--- config.mk ---
export PLATFORM = sky130hd
export DESIGN_NAME = div_sequencer
export DESIGN_NICKNAME = d
export VERILOG_FILES = /design/src/rtl/div_sequencer.sv
export SDC_FILE = /design/constraint.sdc
export NUM_CORES = 1
export LEC_CHECK = 0
export ABC_AREA = 1
export CORE_MARGIN = 10
export CORE_UTILIZATION = 55
export CTS_CLUSTER_SIZE = 14
export DETAILED_ROUTE_END_ITERATION = 7
export PLACE_DENSITY = 0.76
export REMOVE_ABC_BUFFERS = 1
export SYNTH_ARGS = -nofsm -noshare
export SYNTH_HDL_FRONTEND = slang
export SYNTH_SLANG_ARGS = --single-unit
--- constraint.sdc ---
create_clock -name clk -period 6.4 [get_ports clk]
set_clock_uncertainty 0.2 [all_clocks]
set_input_delay 1.28 -clock clk [delete_from_list [all_inputs] [get_ports clk]]
set_output_delay 1.28 -clock clk [all_outputs]
set_load 0.02 [all_outputs]
--- src/rtl/div_sequencer.sv ---
// Iterative restoring divider controller, one quotient bit per cycle.
// Latency: W_OPR+1 cycles from accepted start to done_o (1 cycle for divide by zero).
// Backpressure: stall_o holds upstream while accepting/calculating; flush_i aborts.
module div_sequencer #(
  parameter int W_OPR   = 32,
  parameter int W_FLAGS = 4,
  parameter int W_CNT   = 6
) (
  input  logic               clk,
  input  logic               reset,
  input  logic               v_i,
  input  logic               start_i,
  input  logic               signed_i,
  input  logic [W_OPR-1:0]   dividend_i,
  input  logic [W_OPR-1:0]   divisor_i,
  input  logic               flush_i,
  output logic               stall_o,
  output logic               busy_o,
  output logic               done_o,
  output logic [W_OPR-1:0]   quotient_o,
  output logic [W_OPR-1:0]   remainder_o,
  output logic [W_FLAGS-1:0] flags_o
);

  typedef enum logic [1:0] {IDLE, CALC, DONE} state_t;

  state_t             state_q, state_d;
  logic [W_CNT-1:0]   cnt_q, cnt_d;
  logic [W_OPR-1:0]   dvd_q, dvd_d;         // shifting dividend, fills with quotient bits
  logic [W_OPR-1:0]   dsr_q, dsr_d;         // divisor magnitude
  logic [W_OPR-1:0]   rem_q, rem_d;         // partial remainder
  logic               quo_neg_q, quo_neg_d;
  logic               rem_neg_q, rem_neg_d;
  logic               ovf_q, ovf_d;
  logic [W_OPR-1:0]   quo_q, quo_d;
  logic [W_OPR-1:0]   rmd_q, rmd_d;
  logic [W_FLAGS-1:0] flags_q, flags_d;
  logic               done_q, done_d;

  logic               accept;
  logic               a_sign, b_sign;
  logic [W_OPR-1:0]   a_mag, b_mag;
  logic [W_OPR:0]     rem_ext;
  logic               qbit;
  logic [W_OPR-1:0]   rem_nxt, quo_nxt, q_fin, r_fin;

  localparam logic [W_OPR-1:0] OPR_MIN = {1'b1, {(W_OPR-1){1'b0}}};

  function automatic logic [W_FLAGS-1:0] make_flags(input logic [W_OPR-1:0] q,
                                                   input logic dz, input logic ov);
    logic [W_FLAGS-1:0] f;
    f    = '0;
    f[0] = dz;
    f[1] = (q == '0);
    f[2] = q[W_OPR-1];
    f[3] = ov;
    return f;
  endfunction

  // Operand conditioning, one restoring step, and next-state selection.
  always_comb begin
    accept  = v_i & start_i & ~flush_i;
    a_sign  = signed_i & dividend_i[W_OPR-1];
    b_sign  = signed_i & divisor_i[W_OPR-1];
    a_mag   = a_sign ? (~dividend_i + W_OPR'(1)) : dividend_i;
    b_mag   = b_sign ? (~divisor_i + W_OPR'(1)) : divisor_i;

    // Compare at W_OPR+1 bits; after a successful subtract the result is
    // below the divisor, so the low W_OPR bits of the difference are exact.
    rem_ext = {rem_q, dvd_q[W_OPR-1]};
    qbit    = (rem_ext >= {1'b0, dsr_q});
    rem_nxt = qbit ? (rem_ext[W_OPR-1:0] - dsr_q) : rem_ext[W_OPR-1:0];
    quo_nxt = {dvd_q[W_OPR-2:0], qbit};
    q_fin   = quo_neg_q ? (~quo_nxt + W_OPR'(1)) : quo_nxt;
    r_fin   = rem_neg_q ? (~rem_nxt + W_OPR'(1)) : rem_nxt;

    state_d   = state_q;
    cnt_d     = cnt_q;
    dvd_d     = dvd_q;
    dsr_d     = dsr_q;
    rem_d     = rem_q;
    quo_neg_d = quo_neg_q;
    rem_neg_d = rem_neg_q;
    ovf_d     = ovf_q;
    quo_d     = quo_q;
    rmd_d     = rmd_q;
    flags_d   = flags_q;
    done_d    = 1'b0;

    unique case (state_q)
      IDLE: begin
        if (accept) begin
          dvd_d     = a_mag;
          dsr_d     = b_mag;
          rem_d     = '0;
          cnt_d     = W_CNT'(W_OPR - 1);
          quo_neg_d = a_sign ^ b_sign;
          rem_neg_d = a_sign;
          ovf_d     = signed_i & (dividend_i == OPR_MIN) & (divisor_i == '1);
          if (divisor_i == '0) begin
            // Divide by zero resolves immediately without iterating.
            state_d = DONE;
            done_d  = 1'b1;
            quo_d   = '1;
            rmd_d   = dividend_i;
            flags_d = make_flags('1, 1'b1, 1'b0);
          end else begin
            state_d = CALC;
          end
        end
      end
      CALC: begin
        if (flush_i) begin
          state_d = IDLE;
        end else begin
          rem_d = rem_nxt;
          dvd_d = quo_nxt;
          if (cnt_q == '0) begin
            state_d = DONE;
            done_d  = 1'b1;
            quo_d   = q_fin;
            rmd_d   = r_fin;
            flags_d = make_flags(q_fin, 1'b0, ovf_q);
          end else begin
            cnt_d = cnt_q - W_CNT'(1);
          end
        end
      end
      DONE: state_d = IDLE;
      default: state_d = IDLE;
    endcase
  end

  // Single state/datapath register bank with asynchronous active-low reset.
  always_ff @(posedge clk or negedge reset) begin
    if (!reset) begin
      state_q   <= IDLE;
      cnt_q     <= '0;
      dvd_q     <= '0;
      dsr_q     <= '0;
      rem_q     <= '0;
      quo_neg_q <= 1'b0;
      rem_neg_q <= 1'b0;
      ovf_q     <= 1'b0;
      quo_q     <= '0;
      rmd_q     <= '0;
      flags_q   <= '0;
      done_q    <= 1'b0;
    end else begin
      state_q   <= state_d;
      cnt_q     <= cnt_d;
      dvd_q     <= dvd_d;
      dsr_q     <= dsr_d;
      rem_q     <= rem_d;
      quo_neg_q <= quo_neg_d;
      rem_neg_q <= rem_neg_d;
      ovf_q     <= ovf_d;
      quo_q     <= quo_d;
      rmd_q     <= rmd_d;
      flags_q   <= flags_d;
      done_q    <= done_d;
    end
  end

  // A flush arriving in DONE swallows the completion pulse.
  always_comb begin
    stall_o     = ((state_q == IDLE) & accept) | (state_q == CALC);
    busy_o      = (state_q != IDLE);
    done_o      = done_q & ~flush_i;
    quotient_o  = quo_q;
    remainder_o = rmd_q;
    flags_o     = flags_q;
  end

endmodule

Yosys cells after proc, flatten, opt, wreduce, memory -nomap -nowiden
Index checks and enable logic that the tools add are counted.
{"block": "classes", "n_mux": 40, "reduce_logical": 11, "order_cmp": 1, "addsub": 6, "bitwise_logic": 15, "eq_ne": 9}
{"cell": "$mux 32", "n": 17}
{"cell": "$pmux 32 s2", "n": 4}
{"cell": "$add 32x1->32 const B", "n": 4}
{"cell": "$not 32->32", "n": 4}
{"cell": "$eq 32x32->1 const B", "n": 2}
{"cell": "$logic_not 32->1", "n": 2}
{"cell": "$ge 33x32->1", "n": 1}
{"cell": "$sub 32x32->32", "n": 1}
{"cell": "$mux 6", "n": 3}
{"cell": "$mux 4", "n": 4}
{"cell": "$pmux 6 s2", "n": 1}
{"cell": "$ne 2x2->1 const B", "n": 5}
{"cell": "$and 1x1->1", "n": 8}
{"cell": "$mux 2", "n": 4}
{"cell": "$pmux 4 s2", "n": 1}
{"cell": "$logic_not 6->1", "n": 1}
{"cell": "$sub 6x1->6 const B", "n": 1}
{"cell": "$reduce_and 5->1", "n": 1}
{"cell": "$mux 1", "n": 4}
{"cell": "$pmux 2 s2", "n": 1}
{"cell": "$reduce_and 2->1", "n": 2}
{"cell": "$reduce_and 4->1", "n": 1}
{"cell": "$reduce_bool 2->1", "n": 2}
{"cell": "$ne 3x3->1 const B", "n": 1}
{"cell": "7 further kinds", "n": 7}
{"block": "word_totals", "regBits": 176, "in_bits": 70}

Logic depth before layout (Yosys ltp)
{"block": "logic_depth", "word_depth": 8, "ltp_mapped": 30, "depth_no_buf": 29}

Least setup slack after synthesis
No wires, ideal clock.
{"block": "synth_path", "path_type": "input-to-output", "startpoint": "input port flush_i", "endpoint": "output port stall_o", "t_required_ns": 4.920, "path_stages": 5, "setup_slack_ns": 2.520, "arrival_ns": 2.400, "path_cell_list": "nand3b_1 -> nor2_1 -> clkinv_1 -> clkbuf_1 -> nand2_1"}
{"block": "synth_between", "elab_chain_len": 4}
{"element": "start, declared", "line": "16", "source": "input logic flush_i,"}
{"element": "$not 1->1", "line": "62", "source": "accept = v_i & start_i & ~flush_i;"}
{"element": "$and 1x1->1", "line": "62"}
{"element": "$and 1x1->1", "line": "167", "source": "stall_o = ((state_q == IDLE) & accept) | (state_q == CALC);"}
{"element": "$or 1x1->1", "line": "167"}
{"element": "end, declared", "line": "17", "source": "output logic stall_o,"}
No other way between the ends.

Worst setup path in the final report
Ends and elaborated chain as after synthesis.

==> reports/metrics.csv <==
metric,value,unit
status,"complete, no violations",
Sw Ratio,0.573,
Max-slew headroom,0.247,
CP endpoint,stall_o,
clock-pin slew on the worst setup and hold paths,0.08,ns
num rows,58,
Most common cell on crit path,clkdlybuf4s50_1,
reg-to-reg startpoint,dsr_q[7],
CP Launch Point,flush_i,
Worst setup EP type,output pin,
DRC viols,0,
vias in the first global route,13800,
initial antenna violation count,0,
Final Hold Viols,0,
post-synth top area share,0.314,
via count,14800,
Yosys reg bits,175,
worst-margin pin slew,1.13,ns
NumNets Final,2362,
largest fanout on the critical path,17,
final count of negative-setup-slack endpoints,0,
min-delay worst type,reg -> reg,
Clock Sinks,175,
antenna cells,0,
GRT Residual Overflow,0,
final HPWL from detailed placement,36.8,mm
routed vias/inst,5.69,
TritonCTS buffer count,17,
Total Power,10200,uW
sequential power share,0.194,
largest net degree at the start of global routing,96,
main area contributors after synthesis,"dfrtp_1 31%, nand2_1 17%, inv_1 9.1%",
Synth Flop Type,dfrtp_1,
Max Buffers Root-to-Sink,2,
CTS H-tree lvls,4,
Synth warnings,0,
post-route cell area,16100,um^2
Max Slew Vio Count,0,
Starting Density,0.557,
Internal,4340,uW
Post-Syn Area,13900,um^2
final WL,47.6,mm
Peak VDD IR,0.381,mV
Layout area overhead,15.9,%
CTS root buf,clkbuf_16,
Vert. Die Dim,179,um
top-count cell post-synth,nand2_1,
Setup Buffers After CTS,0,
CTS tree,built,
Final Cycle Share,0.741,
Chip Width,179,um
crit path launch type,primary input,
Fmax achieved,211,MHz
GPL Wtd Cong,0.965,
initial DRC count,1693,
sequential element share of the synthesized area,0.314,
Area after DPL,15600,um^2
share of cells above drive strength 1,0.0556,
most frequent cells after synthesis,"641 x nand2_1, 338 x inv_1, 189 x nor2_1",
Psw,5820,uW
"area leader, netlist",dfrtp_1,
Die ar.,32100,um^2
Worst path slowest cell,clkdlybuf4s50_1,
Cell Pwr Density,629,nW/um^2
Worst R2R Path Depth,26,
Unique masters post-synth,61,
reg2reg setup slack,1.80,ns
GR Util All Layers,0.295,
Crit Path Class,in -> out,
Reg2Reg Capture Point,flags_o[1],
post-CTS sizing,0,
crit-path max cell delay,0.63,ns
Post-CTS Hold Buffers,0,
first-pass GRT wire length,75.1,mm
RSZ-0062 raised after global routing,false,
Skew-Pair Late Insertion Delay,0.44,ns
Core Region,25000,um^2
max cap viols,0,
CP Cell Sequence,clkdlybuf4s50_1 -> nand3b_1 -> nor2_1 -> buf_4 -> clkinv_1 -> nand2_1 -> clkdlybuf4s50_1,
critical path required time,4.92,ns
clock share of power,0.104,
Gate power share,0.702,
Post-synth EDFFs,0,
CP arrival,3.26,ns
Async SR Flop Fraction,1.00,
Mean Syn Cell Area,6.48,um^2
fin crit period,4.74,ns
Avg WL per Cell,18.3,um
Static Leak,0.00795,uW
Boundary Pins,141,
drt pass-1 iters,6,
IO Port Bufs,140,
Cells after Synth,2151,
Post-DRT Antenna Nets,0,
Min Hold Slack,0.290,ns
logic make-up after synthesis:
group / share of synthesized area
AOI/OAI and AO/OA: 0.134
xor gates and xnor gates: 0.0459
adders and majority gates: 0.0356
buffers and inverters: 0.118
DFF: 0.314
and+or+nand+nor: 0.352
layout make-up:
cell class	count	area, um^2
fillers	2374	8890
multi-input cells	1553	7930
flip-flops and latches	175	4380
repair buffers	153	1510
inverters	353	1330
clock buffers	17	425
well taps	330	413
clock inverters	15	161
state kept, by name (all words and copies together), names as in the netlist:
name         flops
quo_neg_q        1
dvd_q           32
flags_o          4
quotient_o      31
rem_neg_q        1
done_q           1
ovf_q            1
dsr_q           32
remainder_o     32
rem_q           32
state_q          2
cnt_q            6
worst max-delay path: cells and delay by family:
family                 cells  cell delay, ns
buffers and inverters      4            1.55
and+or+nand+nor            3            0.42
power by group through the flow:
stage | sequential (uW) | combinational (uW) | clock [uW]
6_report | 1970 | 7130 | 1060
5_1_grt | 2020 | 7910 | 1120
4_1_cts | 1950 | 7020 | 1070
3_5_place_dp | 1970 | 6970 | 0
3_3_place_gp | 1950 | 6890 | 0
2_1_floorplan | 2110 | 4590 | 0
worst min-delay path by stage:
stage / from / end / slack, ns / depth (start not counted)
2_1_floorplan: dsr_q[10] / dsr_q[10] / 0.25 / 2
3_3_place_gp: remainder_o[6] / remainder_o[6] / 0.26 / 2
3_5_place_dp: remainder_o[24] / remainder_o[24] / 0.27 / 2
4_1_cts: remainder_o[24] / remainder_o[24] / 0.29 / 2
5_1_grt: remainder_o[28] / remainder_o[28] / 0.31 / 2
6_report: dsr_q[27] / dsr_q[27] / 0.29 / 2
placed cells by master (no fill, tap or decap), types with 17 or more instances in the layout:
master and count:
inv_1 338, clkbuf_16 17, clkdlybuf4s50_1 139, nand4_1 40, o21ai_0 113, ha_1 38, a21oi_1 83, xor2_1 61
nor2_1 187, nand3_1 121, dfrtp_1 175, nand2_1 641, o22ai_1 41, nor3_1 48
routing by layer:
metal  up-vias  track usage  wire (um)
li1       7102            -          -
met1      6924        0.418      21300
met2       684        0.448      20900
met3        66       0.0596       4330
met4         0       0.0789        977
met5         -            0          0
through the flow:
| step | instances | utilization | setup TNS, ns | worst slack, ns |
|---|---|---|---|---|
| after floorplan | 2081 | - | -86.37 | -1.69 |
| after global placement | 2564 | 0.621 | 0 | 1.42 |
| after detailed placement | 2564 | 0.621 | 0 | 1.38 |
| after CTS | 2596 | 0.645 | 0 | 1.69 |
| after global routing | 2596 | 0.645 | 0 | 1.40 |
| final | 2596 | 0.645 | 0 | 1.66 |
Power figures use the tool's default switching activity.
